[config.mk]
export PLATFORM = sky130hd
export DESIGN_NAME = uart_tx_frame_ctrl
export DESIGN_NICKNAME = d
export VERILOG_FILES = /design/src/rtl/uart_tx_frame_ctrl.sv
export SDC_FILE = /design/constraint.sdc
export NUM_CORES = 1
export LEC_CHECK = 0
export CAP_MARGIN = 20
export CORE_AREA = 10 10 47 49
export CTS_CLUSTER_SIZE = 14
export DETAILED_ROUTE_END_ITERATION = 7
export DIE_AREA = 0 0 57 59
export PLACE_DENSITY = 0.62
export SYNTH_ARGS = -nofsm -noshare
export SYNTH_HDL_FRONTEND = slang
export SYNTH_SLANG_ARGS = --single-unit
[constraint.sdc]
create_clock -name CLK -period 1.2 [get_ports CLK]
set_input_delay 0.24 -clock CLK [delete_from_list [all_inputs] [get_ports CLK]]
set_output_delay 0.24 -clock CLK [all_outputs]
set_load 0.005 [all_outputs]
[src/rtl/uart_tx_frame_ctrl.sv]
// -----------------------------------------------------------------------------
// uart_tx_frame_ctrl
//
// UART transmit frame sequencer. It sits directly downstream of a parallel-in
// serializer and runs in the TX bit-rate clock domain: one clock = one bit.
// A frame is start bit, 2**data_width data bits (LSB first, taken from the
// serializer's registered ser_data), optional parity bit, then stop bit.
//
// Build option:
//   UART_TX_PARITY_EN  defined   -> parity state, parity computation and
//                                   PAR_EN / PAR_TYP sampling are built.
//                      undefined -> no parity hardware; PAR_EN / PAR_TYP are
//                                   ignored and frames are always
//                                   2**data_width+2 cycles long.
//
// Ports:
//   CLK         in   TX bit-rate clock, rising edge
//   RST         in   synchronous active-high reset
//   P_DATA      in   parallel word, used only for parity, sampled at acceptance
//   Data_valid  in   new word available, accepted only in IDLE
//   PAR_EN      in   parity enable, sampled at acceptance
//   PAR_TYP     in   parity type (0 even, 1 odd), sampled at acceptance
//   ser_data    in   serial data bit from the serializer
//   ser_en      out  shift enable to the serializer
//   busy        out  frame in progress (blocks serializer reload)
//   TX_OUT      out  UART line, idle high
// -----------------------------------------------------------------------------
module uart_tx_frame_ctrl #(
  parameter int data_width = 3
) (
  input  logic                       CLK,
  input  logic                       RST,
  input  logic [2**data_width-1:0]   P_DATA,
  input  logic                       Data_valid,
  input  logic                       PAR_EN,
  input  logic                       PAR_TYP,
  input  logic                       ser_data,
  output logic                       ser_en,
  output logic                       busy,
  output logic                       TX_OUT
);

  typedef enum logic [2:0] {
    S_IDLE   = 3'd0,
    S_START  = 3'd1,
    S_DATA   = 3'd2,
    S_PARITY = 3'd3,
    S_STOP   = 3'd4
  } state_t;

  state_t                  r_state;
  state_t                  w_state_next;
  logic [data_width-1:0]   r_bit_cnt;
  logic [data_width-1:0]   w_bit_cnt_next;
  logic                    w_accept;

  assign w_accept = (r_state == S_IDLE) && Data_valid;

`ifdef UART_TX_PARITY_EN
  logic r_par_bit;
  logic r_par_en;

  // Parity and its enable are captured once at acceptance so later input
  // changes cannot disturb the frame already on the line.
  always_ff @(posedge CLK) begin
    if (RST) begin
      r_par_bit <= 1'b0;
      r_par_en  <= 1'b0;
    end else if (w_accept) begin
      r_par_bit <= (^P_DATA) ^ PAR_TYP;
      r_par_en  <= PAR_EN;
    end
  end
`else
  // Parity inputs exist on the port list for drop-in compatibility only.
  logic w_unused_par;
  assign w_unused_par = (^P_DATA) ^ PAR_EN ^ PAR_TYP;
`endif

  always_ff @(posedge CLK) begin
    if (RST) begin
      r_state   <= S_IDLE;
      r_bit_cnt <= '0;
    end else begin
      r_state   <= w_state_next;
      r_bit_cnt <= w_bit_cnt_next;
    end
  end

  always_comb begin
    w_state_next   = r_state;
    w_bit_cnt_next = r_bit_cnt;
    TX_OUT         = 1'b1;
    busy           = 1'b0;
    ser_en         = 1'b0;

    case (r_state)
      S_IDLE: begin
        if (Data_valid) begin
          w_state_next   = S_START;
          w_bit_cnt_next = '0;
        end
      end

      S_START: begin
        TX_OUT       = 1'b0;
        busy         = 1'b1;
        // This shift presents data bit 0 on ser_data for the first DATA cycle.
        ser_en       = 1'b1;
        w_state_next = S_DATA;
      end

      S_DATA: begin
        TX_OUT         = ser_data;
        busy           = 1'b1;
        // The serializer is one bit ahead, so the last bit needs no shift.
        ser_en         = (r_bit_cnt != '1);
        w_bit_cnt_next = r_bit_cnt + 1'b1;
        if (r_bit_cnt == '1) begin
`ifdef UART_TX_PARITY_EN
          w_state_next = r_par_en ? S_PARITY : S_STOP;
`else
          w_state_next = S_STOP;
`endif
        end
      end

`ifdef UART_TX_PARITY_EN
      S_PARITY: begin
        TX_OUT       = r_par_bit;
        busy         = 1'b1;
        w_state_next = S_STOP;
      end
`endif

      S_STOP: begin
        busy         = 1'b1;
        w_state_next = S_IDLE;
      end

      default: begin
        w_state_next = S_IDLE;
      end
    endcase
  end

endmodule

==> impl_metrics.ini, run 1 <==
[outcome]
status = complete, but fails checks
violations = negative setup slack

[critical_path]
start_kind = flop
cpMaxStageDelayCell = dfxtp_2
crit_type = flop to output port
cp-end-kind = output port
max_stage_delay_ns = 0.33
cp_max_fo = 2
required_ns = 0.96
crit_path_cell_trace = ha_4, ha_4, o21a_1, nor2_1, buf_2
critical_path.most_common_cell = ha_4
critPathArrivalTime_ns = 1.25

[cts]
path_clk_slew_ns = 0.04
cts_tree = built
cts_root_buf = clkbuf_4
htree_num_levels = 1
clk_latency_ns = 0.24
cts_buffers = 3
cts_buffer_depth = 2
cts.sink_count = 6

[timing]
fmax_mhz = 673
slew_headroom_pct = 86.1
skew_ns = 0.00432
fin_ws_ns = -0.286
hold_viol = 0
setup_viol = 3
period_minus_slack_ns = 1.49
drv_slew = 0
rsz0062_at_grt = true
post-route-period-util_pct = 124
worst_pin_slew_ns = 0.207

[die]
die_h_um = 59
top_level_ports = 17
dieArea_um2 = 3360
std_cell_rows = 14
core-area_um2 = 1400
start_util_pct = 23.9
die_w_um = 57

[synthesis]
synth_compound_area_share_pct = 16.4
syn_nets = 51
synth.most_common_cell = dfxtp_1
async_flop_share_pct = 0
ys_top_cells_by_area = dfxtp_1, ha_1, nand2b_1
synth_area_um2 = 335
syn-mean-instance-area_um2 = 9.58
ys.flop_type = dfxtp_1
synth_top_cells_by_count = dfxtp_1, nand2b_1
yosys.area_share.simple_pct = 31.0
synthMuxAreaShare_pct = 0
yosys.area.top_type_share_pct = 35.8
synthXorXnorAreaFrac_pct = 2.61
synth_cells = 35
synth_fa_ha_area_share_pct = 7.46
synth_area_leader_cell = dfxtp_1
synth_edf_count = 0
yosys_warnings = 0
synth_top_family_by_area = simple AND/OR/NAND/NOR gates
yosysUniqueCellTypes = 16
yosys_register_bits = 6
ys_seq_area_share_pct = 35.8

[placement]
dpl_cell_area_um2 = 455
port_buffers = 6
hpwlAfterDp_um = 529
pre_cts_slack_ns = -0.486
place_congestion = 0.705

[cells_and_area]
final_nets = 70
area_growth_pct = 59.0
drive_gt1_share_pct = 55.8
antenna_cells = 0
nFillCells = 153
final_util_pct = 38.0
final_cell_area_um2 = 533

[power]
power_leakage_nw = 0.211
ir_drop_mv = 0.779
p_per_area_nw_per_um2 = 961

[global_route]
grt_max_degree = 9
grt_pass1_wl_mm = 1.09
antenna_found_initial = 0
grt_usage_pct = 4.01
grt_pass1_vias = 281
grt.overflow.total = 0

[routing]
viasPerCell = 4.22
ant_nets = 0
initialDrtViolationCount = 0
routed_wl_um = 705
vias = 287
wl_per_cell_um = 10.4
dr.pass1.iters = 1
drcViolationCount = 0

[min_path]
min_path_type = flop to flop

[run]
max-cap-violations = 0
## layout by cell type, fill, tap and decap left out, drive strengths merged
cell,instances
buf,13
nor2,3
dfxtp,6
and2,1
xnor2,1
o31ai,3
nand2b,4
clkbuf,3
ha,2
nor3b,1
nor4b,1
nor3,1
a21oi,3
nand2,3
o21a,1
o21ai,2
clkdlybuf4s50,3
nor4,1
## power by group
part	total [mW]	switching, mW	internal (mW)	leakage [nW]
clock	0.181	0.0681	0.113	0.0138
sequential	0.216	0.00838	0.208	0.0508
combinational	0.115	0.0439	0.0715	0.147
total	0.512	0.120	0.392	0.211
## path summary, 6_finish.rpt
kind / start / to / slack [ns] / cells after the start
hold / removal: r_bit_cnt[1] / r_bit_cnt[1] / 0.49 / 2
setup / recovery: r_bit_cnt[1] / ser_en / -0.29 / 5
setup reg to reg: r_bit_cnt[1] / r_state[1] / 0.10 / 5
hold reg to reg: r_bit_cnt[1] / r_bit_cnt[1] / 0.49 / 2
## per-layer routing
| layer | routed length (um) | track usage [%] | part of all wire [%] |
|---|---|---|---|
| met5 | 0 | 0 | 0 |
| met4 | 0 | 2.01 | 0 |
| met3 | 16 | 1.93 | 2.3 |
| met2 | 367 | 5.74 | 52 |
| met1 | 321 | 4.85 | 46 |
## per-stage QoR
| step | TNS (ns) | power, mW | hold WS [ns] | std cells |
|---|---|---|---|---|
| detailed placement | -1.14 | 0.324 | 0.475 | 63 |
| CTS | -0.431 | 0.513 | 0.491 | 67 |
| global placement | -1.11 | 0.324 | 0.465 | 63 |
| global route | -0.654 | 0.545 | 0.520 | 68 |
| finish | -0.428 | 0.512 | 0.491 | 68 |
| floorplan | 0 | 0.263 | 0.309 | 35 |
## critical path, delay by kind of cell (launching register included)
kind	cells	cell delay [ns]
adders and majority gates	2	0.31
buffers and inverters	1	0.12
and+or+nand+nor	1	0.08
AOI/OAI and AO/OA	1	0.19
DFF	1	0.33
## cell families after synthesis
kind of cell    count (synthesis)
simple gates                   15
xor+xnor                        1
compound gates                  9
flops                           6
buf+inv                         2
fa+ha+maj                       2
## timing repair
item,CTS,global route
hold buffers,0,0
pin swaps,3,2
cloned,0,0
gates resized for setup,26,1
buffers inserted,1,1
endpoints found under the setup margin,3,3
## flip-flops by register name (all words and copies together) (netlist names)
register	count
r_state	3
r_bit_cnt	3
## final cells by class
cell class	instances	area (um2)	share of cell area, %
clock buffer	3	22.5	4.23
multi-input combinational	27	239	44.8
sequential	6	128	23.9
tap	16	20.0	3.76
timing repair buffer	16	124	23.2
No activity file was read; power rests on OpenSTA's default activity.
==> run 2: changes to the inputs <==
TNS_END_PERCENT = 1   (was unset)
==> run 2 against run 1 <==
The flow still finishes with violations (negative setup slack). First-iteration DRC count did not move. Non-clock buffer count fell by 2. Cell count fell by 2.9%. Global-route usage barely moved. Critical path depth did not move. Highest routed layer unchanged.
==> impl_metrics.ini, run 2 (synthesized netlist as in run 1, its figures left out) <==
[outcome]
status = complete, but fails checks
violations = negative setup slack

[power]
pwr-share-clk_pct = 35.9
power_leakage_nw = 0.198
p_sw_share_pct = 22.9
switching_power_uw = 114
power_frac_comb_pct = 20.7
p_seq_share_pct = 43.4
intPower_uw = 383
p_per_area_nw_per_um2 = 979
power.total_uw = 496
ir_drop_mv = 0.787

[routing]
drcViolationCount = 0
viasPerCell = 4.27
dr.pass1.iters = 1
wl_met3_um = 16
wl_met1_um = 328
vias = 282
top_layer = met3
route.met2.wl_um = 360
ant_nets = 0
wl_per_cell_um = 10.7
routed_wl_um = 706
initialDrtViolationCount = 0

[critical_path]
critPathArrivalTime_ns = 1.25
crit_type = flop to output port
reg2regPathDepth = 5
start_kind = flop
cp-end-kind = output port
cp_max_fo = 2
required_ns = 0.96

[placement]
hpwlAfterDp_um = 529
dpl_cell_area_um2 = 455
port_buffers = 6
place_congestion = 0.705

[cts]
htree_num_levels = 1
cts_buffers = 3
path_clk_slew_ns = 0.04
clk_latency_ns = 0.24
cts_tree = built
cts_buffer_depth = 2
hold_buffers = 0
cts_root_buf = clkbuf_4
cts.sink_count = 6
cts_setup_buffers = 0

[die]
std_cell_rows = 14
start_util_pct = 23.9
die_h_um = 59
dieArea_um2 = 3360
die_w_um = 57
core-area_um2 = 1400
top_level_ports = 17

[global_route]
grt_pass1_wl_mm = 1.10
grt_usage_pct = 4.06
grt_pass1_vias = 283
antenna_found_initial = 0
grt.overflow.total = 0
grt_max_degree = 9

[timing]
slew_headroom_pct = 85.9
fin_ws_ns = -0.289
drv_slew = 0
hold_viol = 0
worst_pin_slew_ns = 0.210
skew_ns = 0.000929
fmax_mhz = 672
setup_viol = 3
rsz0062_at_grt = true
post-route-period-util_pct = 124
period_minus_slack_ns = 1.49

[cells_and_area]
regArea_um2 = 128
multiInputGateArea_um2 = 228
top_regs = r_bit_cnt (3), r_state (3)
final_common_cell = buf_4
area_growth_pct = 51.1
drive_gt1_share_pct = 48.0
final_cell_area_um2 = 507
antenna_cells = 0
final_nets = 68
nFillCells = 147
final_util_pct = 36.2

[min_path]
holdPathStages = 2
min_path_type = flop to flop

[run]
max-cap-violations = 0
-- run 2: cell types whose count changed in the layout (fill, tap and decap cells not counted) --
cell,previous run,this run
buf_2,3,2
buf_4,9,8
buf_6,1,0
dlygate4sd2_1,0,1
nand2b_1,2,3
nand2b_4,2,1
o21ai_1,1,2
o21ai_2,1,0
-- run 2: power groups by stage --
stage,Combinational [mW],Clock (mW),Sequential [mW]
after CTS,0.102,0.185,0.216
final,0.103,0.178,0.215
after detailed placement,0.108,0,0.216
after global placement,0.108,0,0.216
after global routing,0.115,0.200,0.216
after floorplan,0.0465,0,0.216
-- run 2: area by class of cell --
type                    count  area share (%)
clock buffers               3            4.44
multi-input cells          27            44.9
flip-flops and latches      6            25.2
repair buffers             14            21.5
well taps                  16            3.95
-- run 2: critical path, stage by stage (launching register included) --
cell and delay (ns):
dfxtp_2 0.33, ha_4 0.16, ha_4 0.15, o21a_1 0.19, nor2_1 0.08, buf_2 0.12
-- run 2: per-layer routing --
| layer | track usage, % | vias up |
|---|---|---|
| met1 | 4.85 | 124 |
| li1 | - | 155 |
| met2 | 5.89 | 3 |
| met3 | 1.93 | 0 |
| met5 | 0 | - |
| met4 | 2.01 | 0 |
-- run 2: timing repair --
| action | 4_1_cts | 5_1_grt |
|---|---|---|
| setup endpoints to repair | 3 | 3 |
| cloned | 0 | 0 |
| gates resized for setup | 20 | 1 |
| pin swaps | 2 | 0 |
-- run 2: path summary, 6_finish.rpt --
kind | endpoint | from | slack [ns]
min | r_bit_cnt[1] | r_bit_cnt[1] | 0.49
min reg2reg | r_bit_cnt[1] | r_bit_cnt[1] | 0.49
max | ser_en | r_bit_cnt[1] | -0.29
max reg2reg | r_state[1] | r_bit_cnt[1] | 0.09
-- run 2: metrics by stage --
stage	setup TNS, ns	hold slack [ns]	setup slack [ns]	instances
3_5_place_dp	-1.14	0.475	-0.486	63
6_report	-0.580	0.491	-0.289	66
3_3_place_gp	-1.11	0.465	-0.477	63
2_1_floorplan	0	0.309	0.0115	35
4_1_cts	-0.593	0.491	-0.297	66
5_1_grt	-0.837	0.520	-0.367	66
==> run 3: changes to the inputs <==
CAP_MARGIN = unset   (was 20)
HOLD_SLACK_MARGIN = 0.06   (was unset)
==> results of run 3 <==
Same layout as run 2: the final DEF is identical, and so are final timing and power.
